--- src/rtl/truth_table_scan.sv ---
// Exhaustive 3-input truth-table scanner: steps {x1,x2,x3} through 000..111, holds each
// vector DWELL cycles, captures f into tt. Optional compare against expected: TRUTH_TABLE_SCAN_COMPARE_EN.
module truth_table_scan #(
  parameter int unsigned DWELL = 10
) (
  input  logic       clk,
  input  logic       rst,
  input  logic       start,
  input  logic       f,
  input  logic [7:0] expected,
  output logic       x1,
  output logic       x2,
  output logic       x3,
  output logic       busy,
  output logic       done,
  output logic [7:0] tt,
  output logic       pass,
  output logic [3:0] mismatch_cnt,
  output logic [2:0] first_fail
);

  typedef enum logic [1:0] {
    S_IDLE = 2'd0,
    S_SCAN = 2'd1,
    S_DONE = 2'd2
  } state_t;

  localparam logic [7:0] LP_LAST = 8'(DWELL - 1);

  state_t     r_state;
  state_t     w_next;
  logic [2:0] r_idx;
  logic [7:0] r_cnt;
  logic [7:0] r_tt;
  logic       w_last;
  logic       w_go;

  assign w_last = (r_state == S_SCAN) && (r_cnt == LP_LAST);
  assign w_go   = start && (r_state != S_SCAN);

  always_ff @(posedge clk) begin
    if (rst) begin
      r_state <= S_IDLE;
    end else begin
      r_state <= w_next;
    end
  end

  always_comb begin
    w_next = r_state;
    case (r_state)
      S_IDLE:  if (start) w_next = S_SCAN;
      S_SCAN:  if (w_last && (r_idx == 3'd7)) w_next = S_DONE;
      S_DONE:  if (start) w_next = S_SCAN;
      default: w_next = S_IDLE;
    endcase
  end

  // idx stays at 7 on the final sample, so x reads 111 throughout DONE
  always_ff @(posedge clk) begin
    if (rst) begin
      r_idx <= '0;
      r_cnt <= '0;
      r_tt  <= '0;
    end else if (w_go) begin
      r_idx <= '0;
      r_cnt <= '0;
      r_tt  <= '0;
    end else if (r_state == S_SCAN) begin
      if (w_last) begin
        r_tt[r_idx] <= f;
        r_cnt       <= '0;
        if (r_idx != 3'd7) begin
          r_idx <= r_idx + 3'd1;
        end
      end else begin
        r_cnt <= r_cnt + 8'd1;
      end
    end
  end

  assign {x1, x2, x3} = r_idx;
  assign busy         = (r_state == S_SCAN);
  assign done         = (r_state == S_DONE);
  assign tt           = r_tt;

`ifdef TRUTH_TABLE_SCAN_COMPARE_EN
  logic [7:0] r_exp;
  logic [3:0] r_mcnt;
  logic [2:0] r_ff;

  always_ff @(posedge clk) begin
    if (rst) begin
      r_exp  <= '0;
      r_mcnt <= '0;
      r_ff   <= '0;
    end else if (w_go) begin
      r_exp  <= expected;
      r_mcnt <= '0;
      r_ff   <= '0;
    end else if (w_last && (f != r_exp[r_idx])) begin
      if (r_mcnt == 4'd0) begin
        r_ff <= r_idx;
      end
      r_mcnt <= r_mcnt + 4'd1;
    end
  end

  assign pass         = (r_state == S_DONE) && (r_mcnt == 4'd0);
  assign mismatch_cnt = r_mcnt;
  assign first_fail   = r_ff;
`else
  logic w_unused;
  assign w_unused     = ^expected;
  assign pass         = 1'b0;
  assign mismatch_cnt = '0;
  assign first_fail   = '0;
`endif

endmodule
--- config.mk ---
export PLATFORM = sky130hd
export DESIGN_NAME = truth_table_scan
export DESIGN_NICKNAME = d
export VERILOG_FILES = /design/src/rtl/truth_table_scan.sv
export SDC_FILE = /design/constraint.sdc
export NUM_CORES = 1
export LEC_CHECK = 0
export BUFFER_PORTS_ARGS = -buffer_cell sky130_fd_sc_hd__buf_2
export CAP_MARGIN = 5
export CELL_PAD_IN_SITES_DETAIL_PLACEMENT = 1
export CELL_PAD_IN_SITES_GLOBAL_PLACEMENT = 2
export CORE_MARGIN = 3
export CORE_UTILIZATION = 31
export DETAILED_ROUTE_END_ITERATION = 12
export GPL_TIMING_DRIVEN = 0
export PLACE_DENSITY_LB_ADDON = 0.05
export SLEW_MARGIN = 20
export SYNTH_ARGS = -nofsm -noshare
export SYNTH_HDL_FRONTEND = slang
export SYNTH_SLANG_ARGS = --single-unit
--- constraint.sdc ---
create_clock -name clk -period 2 [get_ports clk]
set_input_delay 0.2 -clock clk [delete_from_list [all_inputs] [get_ports clk]]
set_output_delay 0.2 -clock clk [all_outputs]
set_load 0.05 [all_outputs]
# After elaboration in Yosys (flattened, before gate mapping)
# Index checks and enable logic that the tools add are counted.
op_classes:
  addsub: 2
  order_cmp: 2
  n_eq_ne: 8
  mux: 7
  reduce_logical: 10
op_table:
  columns: ["cell", "count"]
  rows:
  - ["adder 8 x 1 -> 8 bit (second input constant)", 1]
  - ["bitwise mux 8 bit", 1]
  - ["equality test 8 x 4 -> 1 bit (second input constant)", 1]
  - ["2-to-1 mux 8 bit", 1]
  - ["!= test 2 x 1 -> 1 bit (second input constant)", 3]
  - ["logical AND 1 bit", 4]
  - ["less-than comparator 3 x 4 -> 1 bit (second input constant)", 1]
  - ["2-to-1 mux 2 bit", 2]
  - ["case mux 2 bit (2 select lines)", 1]
  - ["AND reduction 2 bit", 2]
  - ["OR reduction 2 bit", 2]
  - ["adder 3 x 1 -> 3 bit (second input constant)", 1]
  - ["demux 1 bit (select 3 bit)", 1]
  - ["equality test 3 bit (second input constant)", 1]
  - [">= comparator 3 x 1 -> 1 bit (second input constant)", 1]
  - ["!= test 3 bit (second input constant)", 1]
  - ["AND reduction 3 bit", 1]
  - ["equality test 2 x 1 -> 1 bit (second input constant)", 1]
  - ["equality test 2 bit (second input constant)", 1]
  - ["zero test 2 bit", 1]
  - ["2-to-1 mux 1 bit", 1]
totals:
  regBits: 21
  in_bits: 12
  elab_cells: 33

# Longest topological paths before layout
depth:
  ltp_word: 5
  depth_mapped: 6
  ltp_nobuf: 5

# Worst setup path after synthesis
# Ideal clock, no wire load.
synth_timing:
  path_type: "register to register"
  startpoint: "register r_cnt[0]"
  endpoint: "register r_cnt[0]"
  t_arrival_ns: 1.514
  required_time_ns: 1.861
  setup_slack_ns: 0.347
  path_stages_with_launch: 5
  n_path_buf: 0
  synth_period_minus_slack_ns: 1.653
  cell_sequence: "dfxtp_1 ha_1 or3b_2 nor3_1 nor3_1"
synth_between:
  elab_chain_len: 3
  word_cells_on_any_way: 4
  cone_classes: "add/sub (1); eq/ne (1); mux (1); reduce/logical (1)"
synth_lines:
  columns: ["element", "line", "source"]
  rows:
  - ["from (decl)", "33", "logic [7:0] r_cnt;"]
  - ["from (signal assigned)", "77", "r_cnt <= r_cnt + 8'd1;"]
  - ["parallel branches: the longest is 2 deep, another holds adder 8 x 1 -> 8 bit", null, null]
  - ["2-to-1 mux 8 bit *", "70", "if (w_last) begin"]
# Every way passes the cells marked *.
# A chain may end at the register's enable or synchronous reset.

# Final worst setup path
layout_timing:
  startpoint: "register r_state[1]"
  endpoint: "output busy"
layout_between:
  elab_chain_len: 1
layout_lines:
  columns: ["element", "line", "source"]
  rows:
  - ["from (decl)", "30", "state_t r_state;"]
  - ["from (signal assigned)", "45", "r_state <= w_next;"]
  - ["equality test 2 x 1 -> 1 bit", "83", "assign busy = (r_state == S_SCAN);"]
  - ["to (decl)", "14", "output logic busy,"]
# Every way passes these cells.

==> results.env <==
DRV_SLEW=0
GR-USAGE-ALL-LAYERS=0.1513
GRT_PASS1_VIAS=1098
DRC=0
GRT_FIRST_PASS_WIRELENGTH_UM=5485
CLOCK_SINKS=21
CTS.REPORTEDPATHS.CLKPINSLEW_NS=0.08
GRT_OVERFLOW=0
PATH_MAX_FANOUT=10
SYNTH_SEQUENTIAL_AREA_RATIO=0.3418
CTS_HOLD_BUF=0
FINAL-SEQ-AREA_UM2=420.4
REPORT.FINAL.HOLD_VIOL_COUNT=0
FINAL_MIN_PERIOD_NS=1.863
POSTROUTEWIRELENGTH_UM=3197
CORE_AREA_MM2=0.003744
SYN_AREA_PER_CELL_UM2=9.684
CTS_TREE='yes'
CTSHTREEMAXLEVEL=1
SYNTH.DISTINCT_CELLS=40
SYNTH_SEQ_CELLS=21
STDCELL_COUNT=204
MOST_FREQUENTLY_USED_FLOP_MASTER_AFTER_SYNTHESIS='dfxtp_1'
SYN_INST=127
FLOORPLAN.INITIALDENSITY=0.3285
SYNTH_WARNINGS=0
RSZ0062_AT_GRT='false'
DIE_X_UM=68.99
DRT_FIRST_PASS_ITERS=4
WORST-ENDPOINT-ARRIVAL_NS=1.66
MAX_CAP_VIOLATIONS=0
RELSLEWSLACK=0.4688
DIE-AREA_MM2=0.004760
POST_SYNTHESIS_CELL_AREA_MM2=0.001230
CRIT_PATH_TOP_DELAY_CELL='dfxtp_1'
PLACED_CELL_AREA_MM2=0.001396
GRT_START_MAX_NET_PINS=12
TOTAL_AREA_OF_MULTI_INPUT_COMBINATIONAL_CELLS_UM2=718.2
ROOT_BUFFER='clkbuf_8'
WORSTMARGINPINSLEW_NS=0.7948
POSTLAYOUTCELLAREA_MM2=0.001473
ANTENNA_FOUND_INITIAL=0
INSERTION_DELAY_NS=0.26
CTS_MADE_BUFFERS=3
VDD.IR_DROP.WORST_mV=0.3504
SYNTH-ASYNC-RESET-RATIO=0
FINALSETUPVIOLCOUNT=0
HOLD_WS_NS=0.1259
SYNTHTOPCELLSBYAREA='dfxtp_1 34%, mux2i_1 9.0%, o211ai_1 8.5%, buf_4 4.9%, ha_1 4.1%'
POST_DRT_VIA_CELL_RATIO=5.265
MIN_PATH_TYPE='primary input to flop'
ROW_COUNT=22
COUNT_OF_PINS_ON_THE_BLOCK_BOUNDARY=33
DRT_ITER0_MARKERS=61
POST_DRT_WL_PER_CELL_UM=15.67
LEAKAGEPOWER_nW=0.5807
SYNTH.TOP_CELL.AREA_SHARE=0.3418
SYNTH_ENABLE_FLOP_CELLS=0
TIMING.CRITICAL_PATH.CELLS='nand2b_1, clkbuf_4, clkinv_2, buf_6, buf_2'
DR_TOTAL_VIAS=1074
DP.FINAL_HPWL_UM=2389
INSERTEDDIODECOUNT=0
CP_DATA_REQUIRED_TIME_NS=1.80
DESIGN.FINAL.NETS=173
FINALCLOCKSKEW_NS=0.001266
POWER_DENSITY_NORMALIZED_TO_CELL_AREA_mW_PER_MM2=573.8
WORST_PATH_LARGEST_CELL_DELAY_NS=0.46
SETUP.WORST_PATH.CLASS='flop to output pin'
DIE_H_UM=68.99
ROUTABILITYCONGESTION=0.7342
TIMING.FMAX_GHz=0.5369
CTSLONGESTPATHBUFFERS=2
SYNTH_TOP_CELL_BY_AREA='dfxtp_1'
ANT_NETS=0
OUTCOME='finished clean'
SYNTHESIS_TO_FINISH_AREA_GROWTH_PCT=19.74
PLACE.PORT_BUFFERS=16
END_KIND='output pin'
PATH_BUF_INV=4
TIMING.CRITICAL_PATH.FROM_TYPE='flop'
POST_ROUTE_CELLS_DRIVE_ABOVE_1_SHARE=0.2692
LAYOUT_WORST_PATH_CYCLE_SHARE=0.9313
FILLERINSTANCES=460
POST-PLACE-CELLS=198
CRIT_FAMILY='buffers and inverters'
-- per-layer routing --
layer | GRT usage | wire, um | vias up
li1 | - | - | 529
met1 | 0.2240 | 1644 | 524
met2 | 0.2286 | 1428 | 19
met3 | 0.02593 | 116 | 2
met4 | 0.02920 | 8 | 0
met5 | 0 | 0 | -
-- flip-flops by register name, indices dropped and copies added, names as in the netlist --
signal   cells
r_cnt        8
r_idx        3
tt           8
r_state      2
-- layout make-up --
| class | count | share of cell area |
|---|---|---|
| buffer | 12 | 0.07222 |
| clock buffer | 4 | 0.03059 |
| sequential | 21 | 0.2855 |
| multi-input combinational | 94 | 0.4877 |
| inverter | 7 | 0.01869 |
| timing repair buffer | 18 | 0.06457 |
| tap | 48 | 0.04078 |
-- metrics by stage --
step | setup WS [ns] | util | power [mW] | TNS (ns)
after CTS | 0.1109 | 0.3907 | 0.8534 | 0
after detailed placement | -0.03422 | 0.3730 | 0.5609 | -0.1077
after floorplan | 0.3472 | - | 0.5382 | 0
final | 0.1373 | 0.3934 | 0.8449 | 0
after global routing | 0.02604 | 0.3934 | 0.8864 | 0
after global placement | 0.03844 | 0.3730 | 0.5594 | 0
-- worst reg2reg max path, delay by kind of cell, from the launching register on --
| family | cells | cell delay [ns] |
|---|---|---|
| multiplexers | 1 | 0.23 |
| adder cells (fa/ha/maj) | 1 | 0.24 |
| AND/OR/NAND/NOR | 2 | 0.84 |
| flip-flops | 1 | 0.43 |
-- path summary, 6_finish.rpt --
| path | slack [ns] | from | end | depth (start not counted) |
|---|---|---|---|---|
| hold / removal | 0.13 | rst | r_state[1] | 2 |
| hold reg to reg | 0.50 | tt[6] | tt[6] | 2 |
| setup / recovery | 0.14 | r_state[1] | busy | 5 |
| setup reg to reg | 0.20 | r_cnt[0] | tt[6] | 4 |
-- power by group --
group,internal [mW],leakage [nW],switching [mW]
Combinational,0.0409,0.388,0.0894
Clock,0.142,0.0228,0.145
Sequential,0.421,0.169,0.00661
-- synth_stat cells (all sizes together), types with 2 or more instances --
cell type  instances
o211ai            14
clkbuf             3
o21a               2
buf                9
dfxtp             21
a211oi             4
clkinv             2
nand2              3
nand4b             2
or3b               2
a211o              2
xnor2              2
nor4               3
o21ai              5
nor3               3
nand3              7
nor4bb             2
nand4              2
a21oi              2
ha                 4
inv                5
mux2i             11
nor4b              3
or3                4
-- kinds of logic (layout without fill, tap and decap cells) --
logic type,count (synthesis),in the layout,share of synthesized area
compound gates,31,31,0.1770
xor+xnor,2,2,0.01424
fa+ha+maj,4,4,0.04069
buf+inv,19,41,0.1078
flops,21,21,0.3418
mux,11,11,0.08953
other cells,1,8,0.003049
simple gates,38,38,0.2258
-- repair_timing --
action / 4_1_cts / 5_1_grt
gates cloned: 0 / 0
resized for setup: 2 / 2
pin swaps: 1 / 0
setup endpoints to repair: 10 / 2
buffers inserted: 2 / 0
endpoints found under the hold margin: 0 / 0
-- cells in the final DEF, fill, tap and decap left out, drive strengths merged, types with 5 or more instances in the layout --
cell / n
dfxtp: 21
nand3: 7
conb: 8
inv: 5
o211ai: 14
buf: 27
mux2i: 11
clkbuf: 7
o21ai: 5
Note: power is estimated with default switching activity, not from simulation.
